**src/rtl/odelay_step_arbiter.sv**
```systemverilog
// odelay_step_arbiter
//
// Shared sequencer that walks several ODELAYE3 taps from their current readback
// to their software target in bounded steps. One tap write per service slot, with
// the single write port granted round-robin across channels.
//
// Parameters:
//   NCH        number of delay channels (1..16)
//   STEP_MAX   maximum tap change per write, 0 = jump straight to target
//   SETTLE_CYC idle cycles after each write before the next arbitration (1..15)
//
// Ports:
//   clk160          system clock
//   rstb            synchronous, active-low reset
//   delay_target    per-channel target tap, channel i in bits [9i+8:9i]
//   delay_out       per-channel CNTVALUEOUT readback, same packing
//   hold            blocks the start of a new slot; a slot in progress completes
//   delay_set_value shared CNTVALUEIN bus, holds the last written value
//   delay_load      one-hot per-channel LOAD strobe, one cycle per slot
//   grant           channel index of the current or most recent slot
//   busy            high whenever a slot is in progress
//   ready           per-channel readback == target (combinational)
//   all_ready       AND of ready
//   err             sticky per-channel verify failure flags
//
// Build option: define ODELAY_ARB_VERIFY_EN to compare the granted channel's
// readback against the written value on the last settle cycle and latch err.
// Without it err is tied to zero.

module odelay_step_arbiter #(
    parameter int unsigned NCH        = 4,
    parameter int unsigned STEP_MAX   = 8,
    parameter int unsigned SETTLE_CYC = 4,
    localparam int unsigned GW        = (NCH > 1) ? $clog2(NCH) : 1
) (
    input  logic             clk160,
    input  logic             rstb,
    input  logic [9*NCH-1:0] delay_target,
    input  logic [9*NCH-1:0] delay_out,
    input  logic             hold,
    output logic [8:0]       delay_set_value,
    output logic [NCH-1:0]   delay_load,
    output logic [GW-1:0]    grant,
    output logic             busy,
    output logic [NCH-1:0]   ready,
    output logic             all_ready,
    output logic [NCH-1:0]   err
);

    localparam logic [GW-1:0] LAST_CH     = GW'(NCH - 1);
    localparam logic [3:0]    SETTLE_LAST = 4'(SETTLE_CYC - 1);
    localparam logic [9:0]    STEP10      = (STEP_MAX > 511) ? 10'd511 : 10'(STEP_MAX);

    typedef enum logic [2:0] {StArb, StSample, StCalc, StWrite, StSettle} state_e;

    state_e          state_q;
    logic [GW-1:0]   rr_ptr_q;
    logic [8:0]      rd_q;
    logic [8:0]      tg_q;
    logic [3:0]      settle_cnt_q;

    logic            pick_found;
    logic [GW-1:0]   pick_idx;
    logic signed [9:0] diff;
    logic [9:0]      mag;
    logic [9:0]      step;
    logic [8:0]      nxt;

    for (genvar i = 0; i < NCH; i++) begin : g_ready
        assign ready[i] = (delay_out[9*i +: 9] == delay_target[9*i +: 9]);
    end

    assign all_ready = &ready;
    assign busy      = (state_q != StArb);

    // First pending channel at or above rr_ptr, wrapping.
    always_comb begin
        int unsigned idx;
        idx        = 0;
        pick_found = 1'b0;
        pick_idx   = '0;
        for (int unsigned k = 0; k < NCH; k++) begin
            idx = (int'(rr_ptr_q) + k) % NCH;
            if (!pick_found && !ready[idx]) begin
                pick_found = 1'b1;
                pick_idx   = GW'(idx);
            end
        end
    end

    // Clamp the move to +/-STEP_MAX; the result is always back inside 0..511.
    always_comb begin
        diff = $signed({1'b0, tg_q}) - $signed({1'b0, rd_q});
        mag  = diff[9] ? (~diff + 10'd1) : diff;
        step = diff;
        if (STEP_MAX != 0 && {22'd0, mag} > STEP_MAX) begin
            step = diff[9] ? (~STEP10 + 10'd1) : STEP10;
        end
        nxt = rd_q + step[8:0];
    end

    always_ff @(posedge clk160) begin
        if (!rstb) begin
            state_q         <= StArb;
            rr_ptr_q        <= '0;
            grant           <= '0;
            rd_q            <= '0;
            tg_q            <= '0;
            settle_cnt_q    <= '0;
            delay_set_value <= '0;
            delay_load      <= '0;
`ifdef ODELAY_ARB_VERIFY_EN
            err             <= '0;
`endif
        end else begin
            case (state_q)
                StArb: begin
                    if (!hold && pick_found) begin
                        grant   <= pick_idx;
                        state_q <= StSample;
                    end
                end
                StSample: begin
                    rd_q    <= delay_out[9*int'(grant) +: 9];
                    tg_q    <= delay_target[9*int'(grant) +: 9];
                    state_q <= StCalc;
                end
                StCalc: begin
                    // Value and strobe become visible together in the WRITE cycle.
                    delay_set_value <= nxt;
                    delay_load      <= NCH'(1) << grant;
                    state_q         <= StWrite;
                end
                StWrite: begin
                    delay_load   <= '0;
                    rr_ptr_q     <= (grant == LAST_CH) ? '0 : grant + 1'b1;
                    settle_cnt_q <= '0;
                    state_q      <= StSettle;
                end
                StSettle: begin
                    if (settle_cnt_q == SETTLE_LAST) begin
`ifdef ODELAY_ARB_VERIFY_EN
                        // delay_set_value still holds this slot's written tap.
                        if (delay_out[9*int'(grant) +: 9] != delay_set_value) begin
                            err[grant] <= 1'b1;
                        end
`endif
                        state_q <= StArb;
                    end else begin
                        settle_cnt_q <= settle_cnt_q + 4'd1;
                    end
                end
                default: state_q <= StArb;
            endcase
        end
    end

`ifndef ODELAY_ARB_VERIFY_EN
    assign err = '0;
`endif

endmodule

```
**config.mk**
```make
export PLATFORM = sky130hd
export DESIGN_NAME = odelay_step_arbiter
export DESIGN_NICKNAME = d
export VERILOG_FILES = /design/src/rtl/odelay_step_arbiter.sv
export SDC_FILE = /design/constraint.sdc
export NUM_CORES = 1
export LEC_CHECK = 0
export BUFFER_PORTS_ARGS = -buffer_cell sky130_fd_sc_hd__buf_2
export CAP_MARGIN = 30
export CORE_MARGIN = 1
export CORE_UTILIZATION = 53
export CTS_CLUSTER_DIAMETER = 60
export DETAILED_ROUTE_END_ITERATION = 16
export HOLD_SLACK_MARGIN = 0.03
export PLACE_DENSITY = 0.89
export SYNTH_ARGS = -nofsm -noshare
export SYNTH_HDL_FRONTEND = slang
export SYNTH_SLANG_ARGS = --single-unit
```
**constraint.sdc**
```tcl
create_clock -name clk160 -period 4.8 [get_ports clk160]
set_input_delay 0.48 -clock clk160 [delete_from_list [all_inputs] [get_ports clk160]]
set_output_delay 0.48 -clock clk160 [all_outputs]
set_load 0.05 [all_outputs]
```
==> results.toml, run 1 <==
[outcome]
status = "finished, violations left"
violations = "DRC"

[yosys]
ys_types = 57
yosys.area.top_type = "dfxtp_1"
yosys-top-cells-count = "nand2_1 (55), dfxtp_1 (42), a21oi_1 (36), xnor2_1 (30), nor2_1 (26)"
syn-instance-count = 409
synth-edff-count = 0
ys_async_sr_fraction = 0
synth_area_um2 = 3478
yosys_warnings = 0
synth_seq_area_share = 0.2417
synth_ff_type = "dfxtp_1"
yosysMostFrequentCell = "nand2_1"
synth_top_area_frac = 0.2417
synth-seq-cells = 42
avgSynthCellArea_um2 = 8.504
yosys-top-cells-area = "dfxtp_1 (24%), mux4_2 (12%), ha_1 (7.9%), xnor2_1 (7.6%), nand2_1 (5.9%)"

[final_layout]
layout.nets = 594
antenna_cells = 0
utilization = 0.6467
finalInstanceArea_um2 = 4106
n_fill_cell = 490
stdcell_count = 573
drive_gt1_frac = 0.2641
area_delta_synth_final_pct = 18.06

[global_route]
grt_overflow = 0
grt_pass1_wl_um = 14720
grt_max_degree = 32
first_global_vias = 3373
antenna_found_initial = 0
grt_usage = 0.2636

[hold_path]
worstHoldPathCells = 2
min_path_type = "reg2reg"
hold_path_startpoint = "tg_q[5]"
hold_end = "tg_q[5]"

[clocking]
clk_latency_ns = 0.30
cts_tree = "done"
ctsHoldBuffers = 0
path_clk_slew_ns = 0.09
h-tree-depth = 2
cts_buffers = 5
cts_buffer_depth = 2
cts_sinks = 42
clock-root-buffer = "clkbuf_8"

[power_and_ir_drop]
power_leakage_nw = 1.718
p_seq_frac = 0.326
power_frac_clock = 0.192
combPwrFrac = 0.481
p_int_uw = 709.9
p_total_mw = 1.214
power_switching_uw = 503.7
powerDensity_nw_per_um2 = 295.5
peakVddDrop_mv = 0.1330
p_sw_frac = 0.4150

[sta]
slew_headroom = 0.3702
fmax_mhz = 223.6
whs_ns = 0.4678
tns_ns = 0
setup_slack_ns = 0.3274
rsz0062_at_grt = "false"
worst_pin_slew_ns = 0.9434
setup_viol = 0
period_minus_slack_ns = 4.473
slew_viol_final = 0
finClkSkew_ns = 0.01304
finalCritPeriodShare = 0.9318
finalHoldViolCount = 0

[route]
first_iter_violations = 204
via_count = 3428
ant_nets = 0
routed_wl_um = 9142
avgRoutedWirePerCell_um = 15.95
drtPass1Iterations = 11
vias_per_cell = 5.983
drc = 2

[placement]
gp_congestion = 0.9532
place_inst = 565
dp_hpwl_um = 7368
port_buffers = 95
placed_area_um2 = 4010
place_ws_ns = 0.3180

[worst_setup_path]
crit_slowest_cell = "fa_1"
worst_path_largest_cell_delay_ns = 0.42
crit_buf_inv = 1
cpMostUsedCell = "a21o_1"
ff2ff_setup_slack_ns = 0.33
crit_chain = "inv_1 > ha_1 > fa_1 > nor2b_1 > o22a_1 > xor2_1 > a2111oi_2 > o2111ai_1 > o31a_1 > nor3_4 > mux2_2 > ha_1 > a21o_1 > a21o_1 > a21o_1 > a21oi_1 > xnor2_1 > a211oi_1"
end_kind = "flip-flop"
critical_path_class = "reg2reg"
critPathTopFamily = "compound AO/OA/AOI/OAI gates"
crit_fanout = 5
startpoint_type = "flip-flop"
reg2reg_from = "tg_q[0]"
worst-endpoint-required_ns = 5.03
arrival_ns = 4.70
reg2reg_depth = 18
reg2reg_to = "delay_set_value[8]"

[floorplanning]
dieWidth_um = 83.01
top_level_ports = 100
core-area_um2 = 6350
row_count = 29
die_height_um = 83.01
die_area_um2 = 6891
initial_core_util = 0.5478

[flow_run]
maxCapViolCount = 0
==> worst reg2reg max path: cells and delay by family (launching register included) <==
kind / cells / cell delay [ns]
compound gates: 9 / 1.94
xor+xnor: 2 / 0.21
simple gates: 2 / 0.49
buf+inv: 1 / 0.05
flops: 1 / 0.36
mux: 1 / 0.38
fa+ha+maj: 3 / 0.98
==> cells in the final DEF (no fill, tap or decap), types with 5 or more instances in the layout <==
cell type,synthesis,final
xor2_1,20,20
a21oi_1,36,36
dfxtp_1,42,42
xnor2_1,30,30
o21ai_0,8,8
clkbuf_8,0,5
a21o_1,8,8
inv_1,17,17
buf_2,0,95
ha_1,22,22
nand3_1,12,12
or3_1,8,8
a211oi_1,6,6
nor4_1,7,7
nor2_1,26,26
o21a_1,6,6
nand4_1,6,6
nand2_1,55,55
mux4_2,18,18
==> cells by family after synthesis <==
family	after synthesis	share of synthesized area
other	1	0.001078
adder cells (fa/ha/maj)	24	0.09065
AND/OR/NAND/NOR	143	0.1993
flip-flops	42	0.2417
AO/OA/AOI/OAI	88	0.1684
buffers and inverters	40	0.04748
XOR/XNOR	50	0.1259
multiplexers	21	0.1255
==> state kept, by name, summed over array words and instances, names as in the netlist <==
signal and count:
delay_set_value 9, tg_q 9, delay_load 4, rr_ptr_q 2, grant 2, state_q 3
settle_cnt_q 4, rd_q 9
==> worst max path at each step <==
stage / slack (ns) / depth (start not counted) / end / startpoint
2_1_floorplan: 0.63 / 18 / delay_set_value[8] / tg_q[0]
5_1_grt: 0.01 / 18 / delay_set_value[8] / tg_q[0]
4_1_cts: 0.27 / 18 / delay_set_value[8] / tg_q[0]
3_5_place_dp: 0.32 / 18 / delay_set_value[8] / tg_q[0]
3_3_place_gp: 0.41 / 18 / delay_set_value[8] / tg_q[0]
6_report: 0.33 / 18 / delay_set_value[8] / tg_q[0]
==> timing repair <==
action | CTS | global route
endpoints found under the hold margin | 0 | 0
setup endpoints to repair | 0 | 1
resized for setup | 0 | 1
setup buffers | 0 | 0
==> power by group through the flow <==
stage          clock, mW  combinational [mW]  sequential, mW
2_1_floorplan          0               0.387           0.430
3_3_place_gp           0               0.544           0.401
3_5_place_dp           0               0.566           0.403
4_1_cts            0.235               0.572           0.395
5_1_grt            0.253               0.630           0.398
6_report           0.234               0.584           0.396
==> metal layers <==
| metal | share of wire | up-vias | GRT usage |
|---|---|---|---|
| met5 | 0 | - | 0 |
| li1 | - | 1645 | - |
| met3 | 0.063 | 33 | 0.04573 |
| met1 | 0.39 | 1608 | 0.2952 |
| met4 | 0.039 | 0 | 0.1285 |
| met2 | 0.51 | 142 | 0.4799 |
==> layout make-up <==
class	count	area [um^2]	area share
multi-input combinational	330	2490	0.6063
sequential	42	840.8	0.2048
timing repair buffer	99	525.5	0.1280
tap	77	96.34	0.02346
clock buffer	5	68.82	0.01676
inverter	17	63.81	0.01554
clock inverter	3	21.27	0.005180
Note: power is estimated with default switching activity, not from simulation.
==> run 2: changes to the inputs <==
Settings changed: CORE_UTILIZATION 53 to 35, PLACE_DENSITY 0.89 to 0.66, RECOVER_POWER set to 50.
==> results.toml, run 2 (same netlist as run 1, synthesis figures left out) <==
[worst_setup_path]
reg2reg_from = "tg_q[0]"
arrival_ns = 4.72
end_kind = "flip-flop"
critical_path_class = "reg2reg"
crit_fanout = 4
reg2reg_to = "delay_set_value[8]"
reg2reg_depth = 20
ff2ff_setup_slack_ns = 0.29
startpoint_type = "flip-flop"
crit_start = "tg_q[0]"
worst-endpoint-required_ns = 5.02

[placement]
gp_congestion = 0.8893
place_inst = 620
port_buffers = 95
dp_hpwl_um = 7427
placed_area_um2 = 4058

[floorplanning]
die_area_um2 = 10340
dieWidth_um = 101.7
core-area_um2 = 9684
top_level_ports = 100
initial_core_util = 0.3592
row_count = 36
die_height_um = 101.7

[hold_path]
hold_end = "delay_set_value[6]"
hold_path_startpoint = "delay_set_value[6]"
min_path_type = "reg2reg"
worstHoldPathCells = 2

[final_layout]
stdcell_count = 628
mostFrequentLayoutCells = "buf_2 (82), nand2_1 (55), dfxtp_1 (42)"
layout.nets = 593
reg_top3 = "delay_set_value: 9 flops, rd_q: 9 flops, tg_q: 9 flops"
drive_gt1_frac = 0.2404
antenna_cells = 0
utilization = 0.4282
area_delta_synth_final_pct = 19.21
finalInstanceArea_um2 = 4146
final_common_cell = "buf_2"

[global_route]
first_global_vias = 3217
antenna_found_initial = 0
grt_max_degree = 36
grt_usage = 0.1842
grt_overflow = 0
grt_pass1_wl_um = 15060

[sta]
period_minus_slack_ns = 4.508
slew_headroom = -0.2569
setup_viol = 0
tns_ns = 0
rsz0062_at_grt = "false"
finalHoldViolCount = 0
worst_pin_slew_ns = 1.881
finClkSkew_ns = 0.009655
slew_viol_final = 19
finalCritPeriodShare = 0.9392
fmax_mhz = 221.8

[clocking]
clk_latency_ns = 0.29
cts_tree = "done"
cts_buffers = 5
h-tree-depth = 2
cts_sinks = 42
cts_buffer_depth = 2
clock-root-buffer = "clkbuf_8"
ctsHoldBuffers = 0
path_clk_slew_ns = 0.09

[power_and_ir_drop]
powerDensity_nw_per_um2 = 290.5
p_total_mw = 1.205
peakVddDrop_mv = 0.1714
power_leakage_nw = 1.652

[route]
drtPass1Iterations = 5
drc = 0
routed_wl_um = 9053
first_iter_violations = 122
via_count = 3298
ant_nets = 0
avgRoutedWirePerCell_um = 14.42
vias_per_cell = 5.252

[outcome]
status = "finished, violations left"
violations = "capacitance limit, slew limit"

[flow_run]
maxCapViolCount = 1
[run 2: changes by cell type in the layout (fill, tap and decap cells not counted), sizes merged]
cell / delta
clkbuf: +13
buf: -14
[run 2: worst max path at each step]
stage / to / slack [ns]
5_1_grt: delay_set_value[8] / 0.02
6_report: delay_set_value[8] / 0.29
3_3_place_gp: delay_set_value[8] / 0.40
4_1_cts: delay_set_value[8] / 0.26
2_1_floorplan: delay_set_value[8] / 0.63
3_5_place_dp: delay_set_value[8] / 0.28
[run 2: through the flow]
stage	hold WS [ns]	setup WS [ns]
3_5_place_dp	0.4470	0.2760
5_1_grt	0.4839	0.02400
3_3_place_gp	0.4461	0.4036
4_1_cts	0.4600	0.2603
6_report	0.4613	0.2920
2_1_floorplan	0.4400	0.6332
[run 2: timing repair]
item,4_1_cts,5_1_grt
setup buffers,0,0
resized for setup,0,3
setup endpoints to repair,0,2
[run 2: critical path, stage by stage (launching register included)]
cell and delay (ns):
dfxtp_1 0.35, inv_1 0.05, ha_1 0.22, fa_1 0.41, nor2b_1 0.18, o22a_1 0.21
xor2_2 0.10, a2111oi_2 0.36, o2111ai_1 0.16, o31a_1 0.31, nor4_2 0.32, ha_1 0.32
nor2b_1 0.14, o21ai_0 0.15, nand2b_1 0.11, a21o_1 0.19, a21o_1 0.19, a21o_1 0.17
a21oi_1 0.17, xnor2_1 0.09, a211oi_1 0.21
[run 2: area by class of cell]
cell class / count / area [um^2]
Fill cell: 993 / 5538
Sequential cell: 42 / 840.8
Timing Repair Buffer: 98 / 481.7
Tap cell: 133 / 166.4
Clock buffer: 5 / 68.82
Inverter: 17 / 63.81
Clock inverter: 3 / 21.27
Multi-Input combinational cell: 330 / 2504
[run 2: per-layer routing]
metal | vias up | part of all wire | global-route usage
met1 | 1532 | 0.44 | 0.2222
met2 | 113 | 0.49 | 0.3306
met3 | 24 | 0.043 | 0.02692
met5 | - | 0 | 0
met4 | 0 | 0.029 | 0.06689
li1 | 1629 | - | -
[run 2: report_power, final]
group / internal, mW / total, mW / switching (mW)
clock network: 0.102 / 0.233 / 0.131
logic: 0.230 / 0.576 / 0.346
registers: 0.373 / 0.395 / 0.0218
total: 0.706 / 1.20 / 0.499
